==> src/rtl/ascii_to_ps2_tx_if.sv <==
// Character handshake between the cipher datapath and the PS/2 keystroke
// transmitter. The producer (master) offers one ASCII code per transfer and
// the transmitter (slave) signals when it can take the next one.
interface ascii_to_ps2_tx_if;
    logic       ascii_valid;
    logic [7:0] ascii_char;
    logic       ascii_ready;

    modport master (
        output ascii_valid,
        output ascii_char,
        input  ascii_ready
    );

    modport slave (
        input  ascii_valid,
        input  ascii_char,
        output ascii_ready
    );
endinterface

==> src/rtl/ascii_to_ps2_tx.sv <==
// ASCII letter to PS/2 set-2 keystroke transmitter.
// Each accepted letter is sent as three device-to-host frames
// (make, F0, make) separated by idle gaps with both lines high.
// Characters that are not letters are dropped and flagged by a one-cycle
// bad_char pulse without disturbing the PS/2 lines.
module ascii_to_ps2_tx #(
    parameter int HALF_BIT_CLKS = 2500,
    parameter int GAP_CLKS      = 5000
) (
    input  logic              clock,
    input  logic              reset,
    ascii_to_ps2_tx_if.slave  ascii,
    output logic              ps2_clk_out,
    output logic              ps2_data_out,
    output logic              busy,
    output logic              bad_char
);

    localparam int HALF_W = (HALF_BIT_CLKS > 2) ? $clog2(HALF_BIT_CLKS) : 1;
    localparam int GAP_W  = (GAP_CLKS > 1) ? $clog2(GAP_CLKS) : 1;
    localparam logic [HALF_W-1:0] HALF_LAST = HALF_W'(HALF_BIT_CLKS - 1);
    localparam logic [GAP_W-1:0]  GAP_LAST  = GAP_W'(GAP_CLKS - 1);

    typedef enum logic [1:0] {
        ST_IDLE  = 2'd0,
        ST_FRAME = 2'd1,
        ST_GAP   = 2'd2
    } state_t;

    // Letter to make code; bit 8 set means the character is supported.
    function automatic logic [8:0] map_ascii(input logic [7:0] c);
        logic [7:0] upper;
        logic [8:0] res;
        if ((c >= 8'h61) && (c <= 8'h7A)) begin
            upper = c - 8'h20;
        end else begin
            upper = c;
        end
        case (upper)
            8'h41:   res = {1'b1, 8'h1C};
            8'h42:   res = {1'b1, 8'h32};
            8'h43:   res = {1'b1, 8'h21};
            8'h44:   res = {1'b1, 8'h23};
            8'h45:   res = {1'b1, 8'h24};
            8'h46:   res = {1'b1, 8'h2B};
            8'h47:   res = {1'b1, 8'h34};
            8'h48:   res = {1'b1, 8'h33};
            8'h49:   res = {1'b1, 8'h43};
            8'h4A:   res = {1'b1, 8'h3B};
            8'h4B:   res = {1'b1, 8'h42};
            8'h4C:   res = {1'b1, 8'h4B};
            8'h4D:   res = {1'b1, 8'h3A};
            8'h4E:   res = {1'b1, 8'h31};
            8'h4F:   res = {1'b1, 8'h44};
            8'h50:   res = {1'b1, 8'h4D};
            8'h51:   res = {1'b1, 8'h15};
            8'h52:   res = {1'b1, 8'h2D};
            8'h53:   res = {1'b1, 8'h1B};
            8'h54:   res = {1'b1, 8'h2C};
            8'h55:   res = {1'b1, 8'h3C};
            8'h56:   res = {1'b1, 8'h2A};
            8'h57:   res = {1'b1, 8'h1D};
            8'h58:   res = {1'b1, 8'h22};
            8'h59:   res = {1'b1, 8'h35};
            8'h5A:   res = {1'b1, 8'h1A};
            default: res = {1'b0, 8'h00};
        endcase
        return res;
    endfunction

    // Odd parity over the data byte: the 9 bits together hold an odd count of 1s.
    function automatic logic odd_parity(input logic [7:0] d);
        return ~^d;
    endfunction

    // Full 11-bit frame, bit 0 transmitted first: start, data LSB first, parity, stop.
    function automatic logic [10:0] frame_word(input logic [7:0] d);
        return {1'b1, odd_parity(d), d, 1'b0};
    endfunction

    // Byte carried by frame index 0/1/2 of a keystroke.
    function automatic logic [7:0] byte_for(input logic [1:0] idx, input logic [7:0] make);
        logic [7:0] res;
        case (idx)
            2'd1:    res = 8'hF0;
            default: res = make;
        endcase
        return res;
    endfunction

    state_t              state_r;
    logic [7:0]          make_code_r;
    logic [1:0]          byte_idx_r;
    logic [3:0]          bit_cnt_r;
    logic [HALF_W-1:0]   half_cnt_r;
    logic                phase_low_r;
    logic [GAP_W-1:0]    gap_cnt_r;
    logic                ps2_clk_r;
    logic                ps2_data_r;
    logic                busy_r;
    logic                ready_r;
    logic                bad_char_r;

    logic [8:0]          map_s;
    logic                xfer_s;
    logic [10:0]         word_s;
    logic [3:0]          next_bit_s;

    assign map_s      = map_ascii(ascii.ascii_char);
    assign xfer_s     = ascii.ascii_valid && ready_r;
    assign word_s     = frame_word(byte_for(byte_idx_r, make_code_r));
    assign next_bit_s = bit_cnt_r + 4'd1;

    assign ascii.ascii_ready = ready_r;
    assign ps2_clk_out       = ps2_clk_r;
    assign ps2_data_out      = ps2_data_r;
    assign busy              = busy_r;
    assign bad_char          = bad_char_r;

    // Keystroke sequencer: accepts a letter, then walks frame/gap/frame/gap/frame.
    always_ff @(posedge clock) begin
        if (reset) begin
            state_r     <= ST_IDLE;
            make_code_r <= 8'h00;
            byte_idx_r  <= 2'd0;
            bit_cnt_r   <= 4'd0;
            half_cnt_r  <= '0;
            phase_low_r <= 1'b0;
            gap_cnt_r   <= '0;
            ps2_clk_r   <= 1'b1;
            ps2_data_r  <= 1'b1;
            busy_r      <= 1'b0;
            ready_r     <= 1'b1;
            bad_char_r  <= 1'b0;
        end else begin
            bad_char_r <= 1'b0;
            case (state_r)
                ST_IDLE: begin
                    ps2_clk_r  <= 1'b1;
                    ps2_data_r <= 1'b1;
                    if (xfer_s) begin
                        if (map_s[8]) begin
                            // First cycle of the start bit's high phase.
                            state_r     <= ST_FRAME;
                            make_code_r <= map_s[7:0];
                            byte_idx_r  <= 2'd0;
                            bit_cnt_r   <= 4'd0;
                            half_cnt_r  <= '0;
                            phase_low_r <= 1'b0;
                            ps2_data_r  <= 1'b0;
                            busy_r      <= 1'b1;
                            ready_r     <= 1'b0;
                        end else begin
                            bad_char_r <= 1'b1;
                        end
                    end else begin
                        busy_r  <= 1'b0;
                        ready_r <= 1'b1;
                    end
                end

                ST_FRAME: begin
                    if (half_cnt_r == HALF_LAST) begin
                        half_cnt_r <= '0;
                        if (!phase_low_r) begin
                            phase_low_r <= 1'b1;
                            ps2_clk_r   <= 1'b0;
                        end else if (bit_cnt_r == 4'd10) begin
                            // Stop bit done: lines back high.
                            phase_low_r <= 1'b0;
                            ps2_clk_r   <= 1'b1;
                            ps2_data_r  <= 1'b1;
                            if (byte_idx_r == 2'd2) begin
                                state_r <= ST_IDLE;
                                busy_r  <= 1'b0;
                                ready_r <= 1'b1;
                            end else begin
                                state_r    <= ST_GAP;
                                gap_cnt_r  <= '0;
                                byte_idx_r <= byte_idx_r + 2'd1;
                            end
                        end else begin
                            // Data changes only at the start of a high phase.
                            bit_cnt_r   <= next_bit_s;
                            phase_low_r <= 1'b0;
                            ps2_clk_r   <= 1'b1;
                            ps2_data_r  <= word_s[next_bit_s];
                        end
                    end else begin
                        half_cnt_r <= half_cnt_r + {{(HALF_W-1){1'b0}}, 1'b1};
                    end
                end

                ST_GAP: begin
                    if (gap_cnt_r == GAP_LAST) begin
                        state_r     <= ST_FRAME;
                        bit_cnt_r   <= 4'd0;
                        half_cnt_r  <= '0;
                        phase_low_r <= 1'b0;
                        ps2_clk_r   <= 1'b1;
                        ps2_data_r  <= 1'b0;
                    end else begin
                        gap_cnt_r  <= gap_cnt_r + {{(GAP_W-1){1'b0}}, 1'b1};
                        ps2_clk_r  <= 1'b1;
                        ps2_data_r <= 1'b1;
                    end
                end

                default: begin
                    state_r    <= ST_IDLE;
                    ps2_clk_r  <= 1'b1;
                    ps2_data_r <= 1'b1;
                    busy_r     <= 1'b0;
                    ready_r    <= 1'b1;
                end
            endcase
        end
    end

endmodule
==> src/flat_wrapper.sv <==
// flat-port wrapper written by rule: the top's interface ports become plain ports
module ascii_to_ps2_tx_flat 
#(
    parameter int HALF_BIT_CLKS = 2500,
    parameter int GAP_CLKS      = 5000
)
  (clock, reset, ps2_clk_out, ps2_data_out, busy, bad_char, ascii_ascii_valid, ascii_ascii_char, ascii_ascii_ready);
  ascii_to_ps2_tx_if ascii_i ();
  input  logic clock;
  input  logic reset;
  output logic ps2_clk_out;
  output logic ps2_data_out;
  output logic busy;
  output logic bad_char;
  input wire logic [$bits(ascii_i.ascii_valid)-1:0] ascii_ascii_valid;
  input wire logic [$bits(ascii_i.ascii_char)-1:0] ascii_ascii_char;
  output wire logic [$bits(ascii_i.ascii_ready)-1:0] ascii_ascii_ready;
  assign ascii_i.ascii_valid = ascii_ascii_valid;
  assign ascii_i.ascii_char = ascii_ascii_char;
  assign ascii_ascii_ready = ascii_i.ascii_ready;
  ascii_to_ps2_tx #(.HALF_BIT_CLKS(HALF_BIT_CLKS), .GAP_CLKS(GAP_CLKS)) u_core (.clock(clock), .reset(reset), .ascii(ascii_i), .ps2_clk_out(ps2_clk_out), .ps2_data_out(ps2_data_out), .busy(busy), .bad_char(bad_char));
endmodule
==> config.mk <==
export PLATFORM = sky130hd
export DESIGN_NAME = ascii_to_ps2_tx_flat
export DESIGN_NICKNAME = d
export VERILOG_FILES = /design/src/rtl/ascii_to_ps2_tx_if.sv /design/src/rtl/ascii_to_ps2_tx.sv /design/src/flat_wrapper.sv
export SDC_FILE = /design/constraint.sdc
export NUM_CORES = 1
export LEC_CHECK = 0
export ABC_AREA = 0
export CAP_MARGIN = 0
export CORE_UTILIZATION = 68
export DETAILED_ROUTE_END_ITERATION = 8
export DONT_BUFFER_PORTS = 1
export GPL_TIMING_DRIVEN = 0
export PLACE_DENSITY_LB_ADDON = 0.3
export SLEW_MARGIN = 20
export SYNTH_ARGS = -nofsm -noshare
export SYNTH_HDL_FRONTEND = slang
export SYNTH_SLANG_ARGS = --single-unit
==> constraint.sdc <==
create_clock -name clock -period 4.3 [get_ports clock]
set_input_delay 0.86 -clock clock [delete_from_list [all_inputs] [get_ports clock]]
set_output_delay 0.86 -clock clock [all_outputs]
set_load 0.1 [all_outputs]
==> qor.csv <==
metric,value,unit
pwr/cell area,258,nW/um^2
endpoints failing setup,0,
clk slew on worst S/H paths,0.08,ns
synth cell count leaders,"46 x dfxtp_1, 38 x nor2_1, 31 x nand2_1, 24 x a21oi_1, 21 x o21ai_0",
outcome,finished clean,
Clk pwr share,0.339,
Worst R2R Setup Slack,1.41,ns
initial antenna violation count,0,
# IOs,16,
Net Switching,0.000204,W
Final Worst Setup Slack,1.41,ns
slowest CP cell,dfxtp_1,
Residual DRC,0,
Synth Register Bits,46,
area grow syn2layout,5.27,%
Post-Syn Nets,385,
CP startpoint kind,register,
Worst-Margin Slew,1.02,ns
Final Hold Viols,0,
Pint,0.000588,W
Area after DPL,2980,sq um
Max Clk Rate,0.346,GHz
cell area after layout,3070,sq um
Worst VDD drop,0.171,mV
vias in the first global route,2543,
max_cap viols,0,
layout cell share with drive strength beyond 1,0.0623,
remaining antenna violation count,0,
Crit Path Max Fanout,8,
FF-to-FF End,u_core.make_code_r[1],
Post-synth EDFFs,0,
hold crit path type,register to register,
total gr overflow,0,
DR pass1 iterations,5,
clk_skew,0.00562,ns
clock sink count,46,
first-pass GRT wire length,11000,um
total routed wirelength,6430,um
CP Capture Type,register,
Synth area leaders,"dfxtp_1 32%, ha_1 5.6%, nor2_1 4.9%",
crit-path cells,"nand2_1, nor3_1, nand4b_1, nor2_1, o21ai_0, a21oi_1",
CTS resizes,0,
DR vias/cell,6.40,
critical path arrival,3.11,ns
# rows,23,
final worst path period need,2.89,ns
Pleak,1.12,nW
Root Buffer,clkbuf_8,
DIE AREA,4560,sq um
reg2reg path depth,6,
DR iter-0 viols,264,
number of antenna diodes,0,
sw frac,0.258,
Worst Hold End,u_core.make_code_r[3],
"Seq/Total Area, Yosys",0.315,
Flop pwr share,0.560,
nets,392,
ys async rst share,0,
Die X-Extent,67.5,um
Buf/Inv on CP,0,
worst-skew pair later-pin latency,0.30,ns
"count leader, synth",dfxtp_1,
largest net degree at the start of global routing,14,
Hold Path Cell Cnt,2,
startpoint of the worst register-to-register path,u_core.ascii.ascii_ready,
Synth cell types,59,
Crit path max-delay family,simple AND/OR/NAND/NOR gates,
CTS tree,yes,
post-synthesis cell count,361,
CTS buffer count,5,
most area-hungry cell type in the Yosys netlist,dfxtp_1,
RSZ-0062 raised after global routing,false,
H-tree levels,2,
"Hold-fix buffers, CTS",0,
YS warnings,0,
Placement Setup Slack,1.22,ns
Clock Tree Buf Depth,2,
port buffer count,0,
Vias,2682,
RD Place Congestion,0.921,
All-Layer GR Usage,0.317,
Worst Path Required,4.52,ns
Final Cycle Share,0.672,
Mapped Area,2920,sq um
DP HPWL,4740,um
max_slew headroom,0.320,
WL/cell,15.4,um
Main synth FF type,dfxtp_1,
crit path kind,register to register,
final max-slew violation count,0,
Die H,67.5,um
Core Footprint,4060,sq um
syn_area_per_cell,8.09,sq um
postcts setup bufs,0,
logic gate share of total power,0.101,
delay of the slowest critical-path stage,1.00,ns
Initial Util,0.719,
post-route setup TNS,0,ns
hold path start,u_core.make_code_r[3],
post-synth top area share,0.315,
## flip-flops by register name, summed over array words and instances (netlist names)
register and cells:
u_core.ascii.ascii_ready 1, u_core.bad_char 1, u_core.bit_cnt_r 4, u_core.busy 1, u_core.byte_idx_r 2, u_core.gap_cnt_r 13
u_core.half_cnt_r 12, u_core.make_code_r 7, u_core.phase_low_r 1, u_core.ps2_clk_out 1, u_core.ps2_data_out 1, u_core.state_r 2
## power by group through the flow
stage,Combinational [W],Clock [W],Sequential (W)
finish,0.0000799,0.000269,0.000443
global route,0.0000891,0.000289,0.000444
CTS,0.0000790,0.000273,0.000444
detailed placement,0.0000784,0,0.000454
global placement,0.0000768,0,0.000453
floorplan,0.0000622,0,0.000453
## tightest hold or removal path, delay by kind of cell (launching register included)
family	cells	cell delay (ns)
AOI/OAI and AO/OA	1	0.05
DFF	1	0.33
and+or+nand+nor	1	0.06
## through the flow
step / util / hold slack, ns / instances / total power, W
2_1_floorplan: - / 0.453 / 361 / 0.000515
3_3_place_gp: 0.735 / 0.468 / 411 / 0.000530
3_5_place_dp: 0.735 / 0.474 / 411 / 0.000532
4_1_cts: 0.757 / 0.483 / 419 / 0.000795
5_1_grt: 0.757 / 0.507 / 419 / 0.000822
6_report: 0.757 / 0.483 / 419 / 0.000792
## how the worst max path moves through the flow
stage          cells past startpoint                startpoint                     to
3_3_place_gp                       8       ascii_ascii_char[1]   u_core.half_cnt_r[5]
4_1_cts                            6  u_core.ascii.ascii_ready  u_core.make_code_r[1]
5_1_grt                            6  u_core.ascii.ascii_ready  u_core.make_code_r[1]
6_report                           6  u_core.ascii.ascii_ready  u_core.make_code_r[1]
3_5_place_dp                       8       ascii_ascii_char[1]   u_core.half_cnt_r[5]
2_1_floorplan                      8       ascii_ascii_char[0]            u_core.busy
## metal layers
metal | global-route usage | wire length, um | vias up | share of wire
li1 | - | - | 1306 | -
met4 | 0.138 | 102 | 0 | 0.016
met5 | 0 | 0 | - | 0
met3 | 0.0659 | 359 | 12 | 0.056
met1 | 0.395 | 2840 | 1262 | 0.44
met2 | 0.524 | 3130 | 102 | 0.49
## placed cells by master (no fill, tap or decap), types with 5 or more instances in the layout
cell type   n
o22ai_1     5
clkbuf_8    6
nand4_1    10
o21ai_0    21
clkbuf_1   11
ha_1       13
xor2_1     12
a211oi_1    5
xnor2_1    14
and3_1      8
nand3_1    19
inv_1      15
nor2b_1    11
nand2_1    31
nand2b_1    7
or3_1       6
a21oi_1    24
nor2_1     38
nor3_1      5
dfxtp_1    46
## logic make-up (layout without fill, tap and decap cells)
group,count (synthesis),in the layout,synth area share
XOR/XNOR,26,26,0.0780
AO/OA/AOI/OAI,81,81,0.187
buffers and inverters,29,37,0.0407
AND/OR/NAND/NOR,162,162,0.309
flip-flops,46,46,0.315
multiplexers,3,3,0.0103
adder cells (fa/ha/maj),14,14,0.0592
## layout make-up
class | count | area [sq um]
tap | 50 | 62.6
inverter | 15 | 56.3
fill | 309 | 985
sequential | 46 | 921
clock inverter | 1 | 5.00
buffer | 14 | 62.6
clock buffer | 7 | 86.3
multi-input combinational | 286 | 1880
Note: power is estimated with default switching activity, not from simulation.
